## src/rtl/clk_div_pkg.sv

```systemverilog
// Shared types and constants for the programmable clock divider.
// Build option: define CLK_DIV_TICK_EN to generate the per-channel tick pulse.
package clk_div_pkg;

  localparam int DIV_W_DEF = 8;
  localparam int MIN_DIV   = 2;

  typedef logic [DIV_W_DEF-1:0] div_t;

  // Ratios below 2 cannot produce a high and a low phase, so they are raised to 2.
  function automatic div_t clamp_div(input div_t v);
    return (v < div_t'(MIN_DIV)) ? div_t'(MIN_DIV) : v;
  endfunction

endpackage

```

## src/rtl/clk_div_chan.sv

```systemverilog
// One divider channel: phase counter, active/pending ratio, registered waveform.
// Build option: CLK_DIV_TICK_EN adds the rising-edge tick flop.
module clk_div_chan
  import clk_div_pkg::*;
#(
  parameter int DIV_W   = DIV_W_DEF,
  parameter int DEF_DIV = 4
) (
  input  logic             clk,
  input  logic             rst,
  input  logic             i_en,
  input  logic             i_load,
  input  logic [DIV_W-1:0] i_load_val,
  output logic             o_clk_out,
  output logic             o_tick,
  output logic             o_pend_vld
);

  logic [DIV_W-1:0] r_cnt;
  logic [DIV_W-1:0] r_act_div;
  logic [DIV_W-1:0] r_pend_div;
  logic             r_pend_vld;
  logic             r_run;
  logic             r_clk_out;

  logic [DIV_W-1:0] w_cnt_inc;
  logic [DIV_W-1:0] w_half;
  logic [DIV_W-1:0] w_load_val;
  logic             w_last;
  logic             w_start;

  assign w_cnt_inc  = r_cnt + DIV_W'(1);
  // ceil(N/2) without needing an extra bit for N+1
  assign w_half     = (r_act_div >> 1) + DIV_W'(r_act_div[0]);
  assign w_load_val = (i_load_val < DIV_W'(MIN_DIV)) ? DIV_W'(MIN_DIV) : i_load_val;
  assign w_last     = (r_cnt == r_act_div - DIV_W'(1));
  // Phase 0 begins either on the enabling edge or on a period wrap.
  assign w_start    = i_en && (!r_run || w_last);

  always_ff @(posedge clk) begin
    if (rst) begin
      r_cnt      <= '0;
      r_act_div  <= DIV_W'(DEF_DIV);
      r_pend_div <= DIV_W'(DEF_DIV);
      r_pend_vld <= 1'b0;
      r_run      <= 1'b0;
      r_clk_out  <= 1'b0;
    end else begin
      if (!i_en) begin
        r_cnt     <= '0;
        r_run     <= 1'b0;
        r_clk_out <= 1'b0;
        if (r_pend_vld) begin
          r_act_div  <= r_pend_div;
          r_pend_vld <= 1'b0;
        end
      end else if (w_start) begin
        r_cnt     <= '0;
        r_run     <= 1'b1;
        r_clk_out <= 1'b1;
        if (r_run && r_pend_vld) begin
          r_act_div  <= r_pend_div;
          r_pend_vld <= 1'b0;
        end
      end else begin
        r_cnt     <= w_cnt_inc;
        r_clk_out <= (w_cnt_inc < w_half);
      end
      // A write landing on a boundary edge is queued for the following boundary.
      if (i_load) begin
        r_pend_div <= w_load_val;
        r_pend_vld <= 1'b1;
      end
    end
  end

`ifdef CLK_DIV_TICK_EN
  logic r_tick;
  always_ff @(posedge clk) begin
    if (rst) r_tick <= 1'b0;
    else     r_tick <= w_start;
  end
  assign o_tick = r_tick;
`else
  assign o_tick = 1'b0;
`endif

  assign o_clk_out  = r_clk_out;
  assign o_pend_vld = r_pend_vld;

endmodule

```

## src/rtl/clk_divider_prog.sv

```systemverilog
// Multi-channel runtime-programmable clock divider with boundary-aligned ratio updates.
// Build option: CLK_DIV_TICK_EN enables the tick outputs (tied low otherwise).
module clk_divider_prog
  import clk_div_pkg::*;
#(
  parameter int  CH      = 4,
  parameter int  DIV_W   = DIV_W_DEF,
  parameter int  DEF_DIV = 4,
  localparam int CH_W    = (CH > 1) ? $clog2(CH) : 1
) (
  input  logic             clk,
  input  logic             rst,
  input  logic [CH-1:0]    en,
  input  logic             div_valid,
  output logic             div_ready,
  input  logic [CH_W-1:0]  div_ch,
  input  logic [DIV_W-1:0] div_val,
  output logic [CH-1:0]    clk_out,
  output logic [CH-1:0]    tick
);

  logic [CH-1:0] w_pend_vld;
  logic [CH-1:0] w_load;
  logic          w_ready;

  // Out-of-range channels stay ready so their writes are accepted and dropped.
  always_comb begin
    w_ready = 1'b1;
    for (int i = 0; i < CH; i++) begin
      if (div_ch == CH_W'(i)) w_ready = !w_pend_vld[i];
    end
  end

  assign div_ready = w_ready;

  generate
    for (genvar gi = 0; gi < CH; gi++) begin : g_chan
      assign w_load[gi] = div_valid && w_ready && (div_ch == CH_W'(gi));

      clk_div_chan #(
        .DIV_W   (DIV_W),
        .DEF_DIV (DEF_DIV)
      ) u_chan (
        .clk        (clk),
        .rst        (rst),
        .i_en       (en[gi]),
        .i_load     (w_load[gi]),
        .i_load_val (div_val),
        .o_clk_out  (clk_out[gi]),
        .o_tick     (tick[gi]),
        .o_pend_vld (w_pend_vld[gi])
      );
    end
  endgenerate

endmodule

```

## config.mk

```make
export PLATFORM = sky130hd
export DESIGN_NAME = clk_divider_prog
export DESIGN_NICKNAME = d
export VERILOG_FILES = /design/src/rtl/clk_div_pkg.sv /design/src/rtl/clk_div_chan.sv /design/src/rtl/clk_divider_prog.sv
export SDC_FILE = /design/constraint.sdc
export NUM_CORES = 1
export LEC_CHECK = 0
export ABC_AREA = 1
export CORE_UTILIZATION = 55
export DETAILED_ROUTE_END_ITERATION = 16
export GPL_TIMING_DRIVEN = 0
export MAX_ROUTING_LAYER = met4
export PLACE_DENSITY_LB_ADDON = 0.3
export SYNTH_ARGS = -nofsm -noshare
export SYNTH_HDL_FRONTEND = slang
export SYNTH_SLANG_ARGS = --single-unit
export TNS_END_PERCENT = 30
```

## constraint.sdc

```tcl
create_clock -name clk -period 2.65 [get_ports clk]
set_input_delay 0.53 -clock clk [delete_from_list [all_inputs] [get_ports clk]]
set_output_delay 0.53 -clock clk [all_outputs]
set_load 0.005 [all_outputs]
```

==> parameters.txt, run 1 <==
Parameter                              Value

Yosys
  Fraction of registers with async set/reset    0%
  Post-synth EDFFs    0
  Flip-flop and latch count after synthesis    108
  Most used flip-flop cell after synthesis    sky130_fd_sc_hd__dfxtp_1
  Netlist area before placement    6570 sq um
  Number of warning messages in the yosys log    0
  Post-synthesis sequential area ratio    32.9%
  Synth unique cells    39
  Average instance area after synthesis    7.03 sq um
  Top cells by area in the synthesized netlist    sky130_fd_sc_hd__dfxtp_1, sky130_fd_sc_hd__nand2_1, sky130_fd_sc_hd__ha_1, sky130_fd_sc_hd__xor2_1, sky130_fd_sc_hd__nand3_1
  Top cell type's share of synthesized area    32.9%
  Cell taking the most area after synthesis    sky130_fd_sc_hd__dfxtp_1
  Synthesized netlist cell count    935

Clock network
  Post-CTS Setup Repair Bufs    0
  Reg clk slew, reported paths    0.07 ns
  H-tree levels    3
  Post-CTS Hold Fix Bufs    0
  Cell at the root of the clock tree    sky130_fd_sc_hd__clkbuf_16
  TritonCTS clock tree    done
  Maximum root-to-sink buffer count    2
  Clock network latency to the later pin of the worst-skew pair    0.35 ns
  Number of buffers added by the clock tree synthesis step    9
  Clock sink count    108

Floorplan
  Core Footprint    11,500 sq um
  Die Height    111 um
  Row count    39
  Area of the die    12,400 sq um
  I/O pin cnt    26
  Effective utilization at floorplan    57.1%
  Die width    111 um

STA
  Slew at the pin with the worst max-slew slack    0.616 ns
  Smallest hold slack    0.462 ns
  Count of endpoints failing setup in the final report    0
  TNS Setup    0 ns
  Min Clock Period, post-route    2.30 ns
  Unrepaired setup endpoints after global routing    no
  Peak Freq    435 MHz
  Number of endpoints with negative hold slack in the final report    0
  Period utilisation layout    86.8%
  Slew Limit Headroom    58.9%
  Worst clock skew    0.00711 ns
  Max Transition Viols Final    0

Placed design
  Count of buffers from port buffering    21
  Half-perimeter wire length of the detailed placement result    10,200 um
  Routability congestion estimate from global placement    0.846
  Placed Cells incl. Taps    1,102

Global routing
  First-pass GRT wire length    23,600 um
  Number of global-route vias before repair    5,219
  Maximum number of pins on one net before global-route repair    19
  Global-route usage over all layers    23.8%
  GRT overflow    0
  Initial antenna violation count    0

Cells and area
  Number of fillers in the final layout    1,084
  Multi-input logic area    3760 sq um
  Net count of the finished layout    1,031
  Diode insertion count for antenna repair    0
  Number of standard cells in the layout, taps in and fillers out    1,118
  Area growth from synthesis to layout    10.7%
  Layout cell share with drive strength beyond 1    7.90%
  Register cell area after layout    2160 sq um

Hold path
  Path type of the worst min-delay path    reg -> reg

Worst setup path
  Flop-to-flop setup slack    0.35 ns
  Type of element capturing the critical path    register
  Largest driver fanout on the critical path    6
  Crit path arrival time    2.55 ns
  WS Path Type    reg -> reg
  Startpoint type of the worst setup path    register
  Crit path required time    2.90 ns

Power
  Reported leakage power    3.59 nW
  Cell area power density    468 nW/um^2
  Highest ir drop seen on vdd    0.604 mV

Job
  Maxcap violations    0

Outcome
  Failing checks    DRC
  Result of the run    finished with violations

Routing
  Residual antenna-violating net count after detailed routing    0
  Number of vias after detailed routing    5,608
  Post-route DRC    2
  Initial detailed-routing violation count    288
  Detailed Routing Iterations Pass 1    11
  Routed length per placed instance    11.8 um
  Detailed-route wire length    13,200 um
  Number of vias per cell after detailed routing    5.02
-- worst max-delay path, stage by stage, from the launching register on --
cell and delay (ns):
sky130_fd_sc_hd__dfxtp_1 0.44, sky130_fd_sc_hd__nand3_1 0.16, sky130_fd_sc_hd__nor3_1 0.30, sky130_fd_sc_hd__nand3_1 0.14, sky130_fd_sc_hd__xor2_1 0.19, sky130_fd_sc_hd__inv_1 0.06
sky130_fd_sc_hd__ha_1 0.29, sky130_fd_sc_hd__nand2_1 0.07, sky130_fd_sc_hd__inv_1 0.06, sky130_fd_sc_hd__nand4_1 0.09, sky130_fd_sc_hd__o211ai_1 0.13, sky130_fd_sc_hd__nand3_1 0.10
sky130_fd_sc_hd__nand2_1 0.11, sky130_fd_sc_hd__inv_1 0.05
-- final timing paths --
| kind | start | to | cells past startpoint |
|---|---|---|---|
| max | g_chan[3].u_chan.r_cnt[0] | g_chan[3].u_chan.o_clk_out | 13 |
| min | g_chan[2].u_chan.r_pend_div[2] | g_chan[2].u_chan.r_act_div[2] | 2 |
| max reg2reg | g_chan[3].u_chan.r_cnt[0] | g_chan[3].u_chan.o_clk_out | 13 |
| min reg2reg | g_chan[2].u_chan.r_pend_div[2] | g_chan[2].u_chan.r_act_div[2] | 2 |
-- synth_stat cells, types with 8 or more instances --
master,number
sky130_fd_sc_hd__nand2_1,218
sky130_fd_sc_hd__nor2_1,116
sky130_fd_sc_hd__inv_1,112
sky130_fd_sc_hd__dfxtp_1,108
sky130_fd_sc_hd__nand3_1,88
sky130_fd_sc_hd__a21oi_1,54
sky130_fd_sc_hd__xor2_1,52
sky130_fd_sc_hd__ha_1,44
sky130_fd_sc_hd__o21ai_0,19
sky130_fd_sc_hd__xnor2_1,15
sky130_fd_sc_hd__nor2_2,13
sky130_fd_sc_hd__a21oi_2,10
sky130_fd_sc_hd__clkbuf_1,10
sky130_fd_sc_hd__nand4_1,10
sky130_fd_sc_hd__nor3_1,10
sky130_fd_sc_hd__buf_4,9
sky130_fd_sc_hd__buf_6,8
-- sequential cells by signal, indices dropped and copies added, names as in the netlist --
signal                    cells
g_chan.u_chan.o_clk_out       4
g_chan.u_chan.r_cnt          32
g_chan.u_chan.r_act_div      32
g_chan.u_chan.r_pend_div     32
g_chan.u_chan.o_pend_vld      4
g_chan.u_chan.r_run           4
-- stage by stage --
step / power, W / util, % / worst slack (ns) / instance area [sq um]
final: 0.00340 / 63.2 / 0.351 / 7280
after global routing: 0.00355 / 63.2 / 0.136 / 7280
after CTS: 0.00344 / 63.1 / 0.0657 / 7270
after detailed placement: 0.00207 / 60.5 / 0.0755 / 6970
after global placement: 0.00206 / 60.5 / 0.0707 / 6970
after floorplan: 0.00196 / - / 0.772 / 6580
-- area by class of cell --
type,instances,area share (%)
buffer,32,3.03
sequential,108,29.7
clock buffer,10,3.15
multi-input combinational,682,51.7
clock inverter,6,0.980
inverter,116,5.98
tap,143,2.46
timing repair buffer,21,2.96
-- cell usage in the layout (no fill, tap or decap), types with 3 or more instances in the layout --
cell	Yosys	final
sky130_fd_sc_hd__inv_2	3	3
sky130_fd_sc_hd__nand2_2	4	4
sky130_fd_sc_hd__o21ai_0	19	19
sky130_fd_sc_hd__clkdlybuf4s50_1	0	19
sky130_fd_sc_hd__o21a_1	3	3
sky130_fd_sc_hd__nor3_1	10	10
sky130_fd_sc_hd__buf_6	8	8
sky130_fd_sc_hd__dfxtp_1	108	108
sky130_fd_sc_hd__clkbuf_1	10	11
sky130_fd_sc_hd__nor2_2	13	13
sky130_fd_sc_hd__nor2_1	116	116
sky130_fd_sc_hd__buf_2	3	3
sky130_fd_sc_hd__nand2_1	218	218
sky130_fd_sc_hd__nand4_1	10	10
sky130_fd_sc_hd__inv_1	112	112
sky130_fd_sc_hd__a21oi_1	54	54
sky130_fd_sc_hd__nand3_1	88	88
sky130_fd_sc_hd__xnor2_1	15	15
sky130_fd_sc_hd__o221ai_1	3	3
sky130_fd_sc_hd__xor2_1	52	52
sky130_fd_sc_hd__ha_1	44	44
sky130_fd_sc_hd__clkbuf_16	0	9
sky130_fd_sc_hd__conb_1	1	4
sky130_fd_sc_hd__a21oi_2	10	10
sky130_fd_sc_hd__buf_4	9	9
-- cell families after synthesis --
group | Yosys count | share of synthesized area [%]
compound gates | 96 | 8.45
xor+xnor | 67 | 8.93
fa+ha+maj | 44 | 8.38
buf+inv | 148 | 9.98
flops | 108 | 32.9
other cells | 1 | 0.0571
simple gates | 471 | 31.3
-- where the power goes --
| part | total, W | switching (W) | internal, W | leakage, nW |
|---|---|---|---|---|
| clock | 0.00137 | 0.000625 | 0.000742 | 0.140 |
| sequential | 0.00170 | 0.0000344 | 0.00167 | 0.877 |
| combinational | 0.000334 | 0.000197 | 0.000137 | 2.57 |
-- routing by layer --
metal  track usage, %  up-vias  share of wire, %
met1             32.3     2470                51
met3             4.26        8               4.2
met4             5.05        0              0.63
met2             37.0       94                44
li1                 -     3036                 -
met5                -        -                 0
-- timing repair --
action                                  CTS  global route
gates resized for setup                   0             2
endpoints found under the setup margin    0             1
hold endpoints to repair                  0             0
(Power assumes the default switching activity.)
==> run 2: changes to the inputs <==
--- a/config.mk
+++ b/config.mk
@@ -11,6 +11,7 @@
 export GPL_TIMING_DRIVEN = 0
 export MAX_ROUTING_LAYER = met4
 export PLACE_DENSITY_LB_ADDON = 0.3
+export SKIP_LAST_GASP = 1
 export SYNTH_ARGS = -nofsm -noshare
 export SYNTH_HDL_FRONTEND = slang
 export SYNTH_SLANG_ARGS = --single-unit
==> results of run 2 <==
The final DEF is identical to that of run 1; final timing and power are the same.
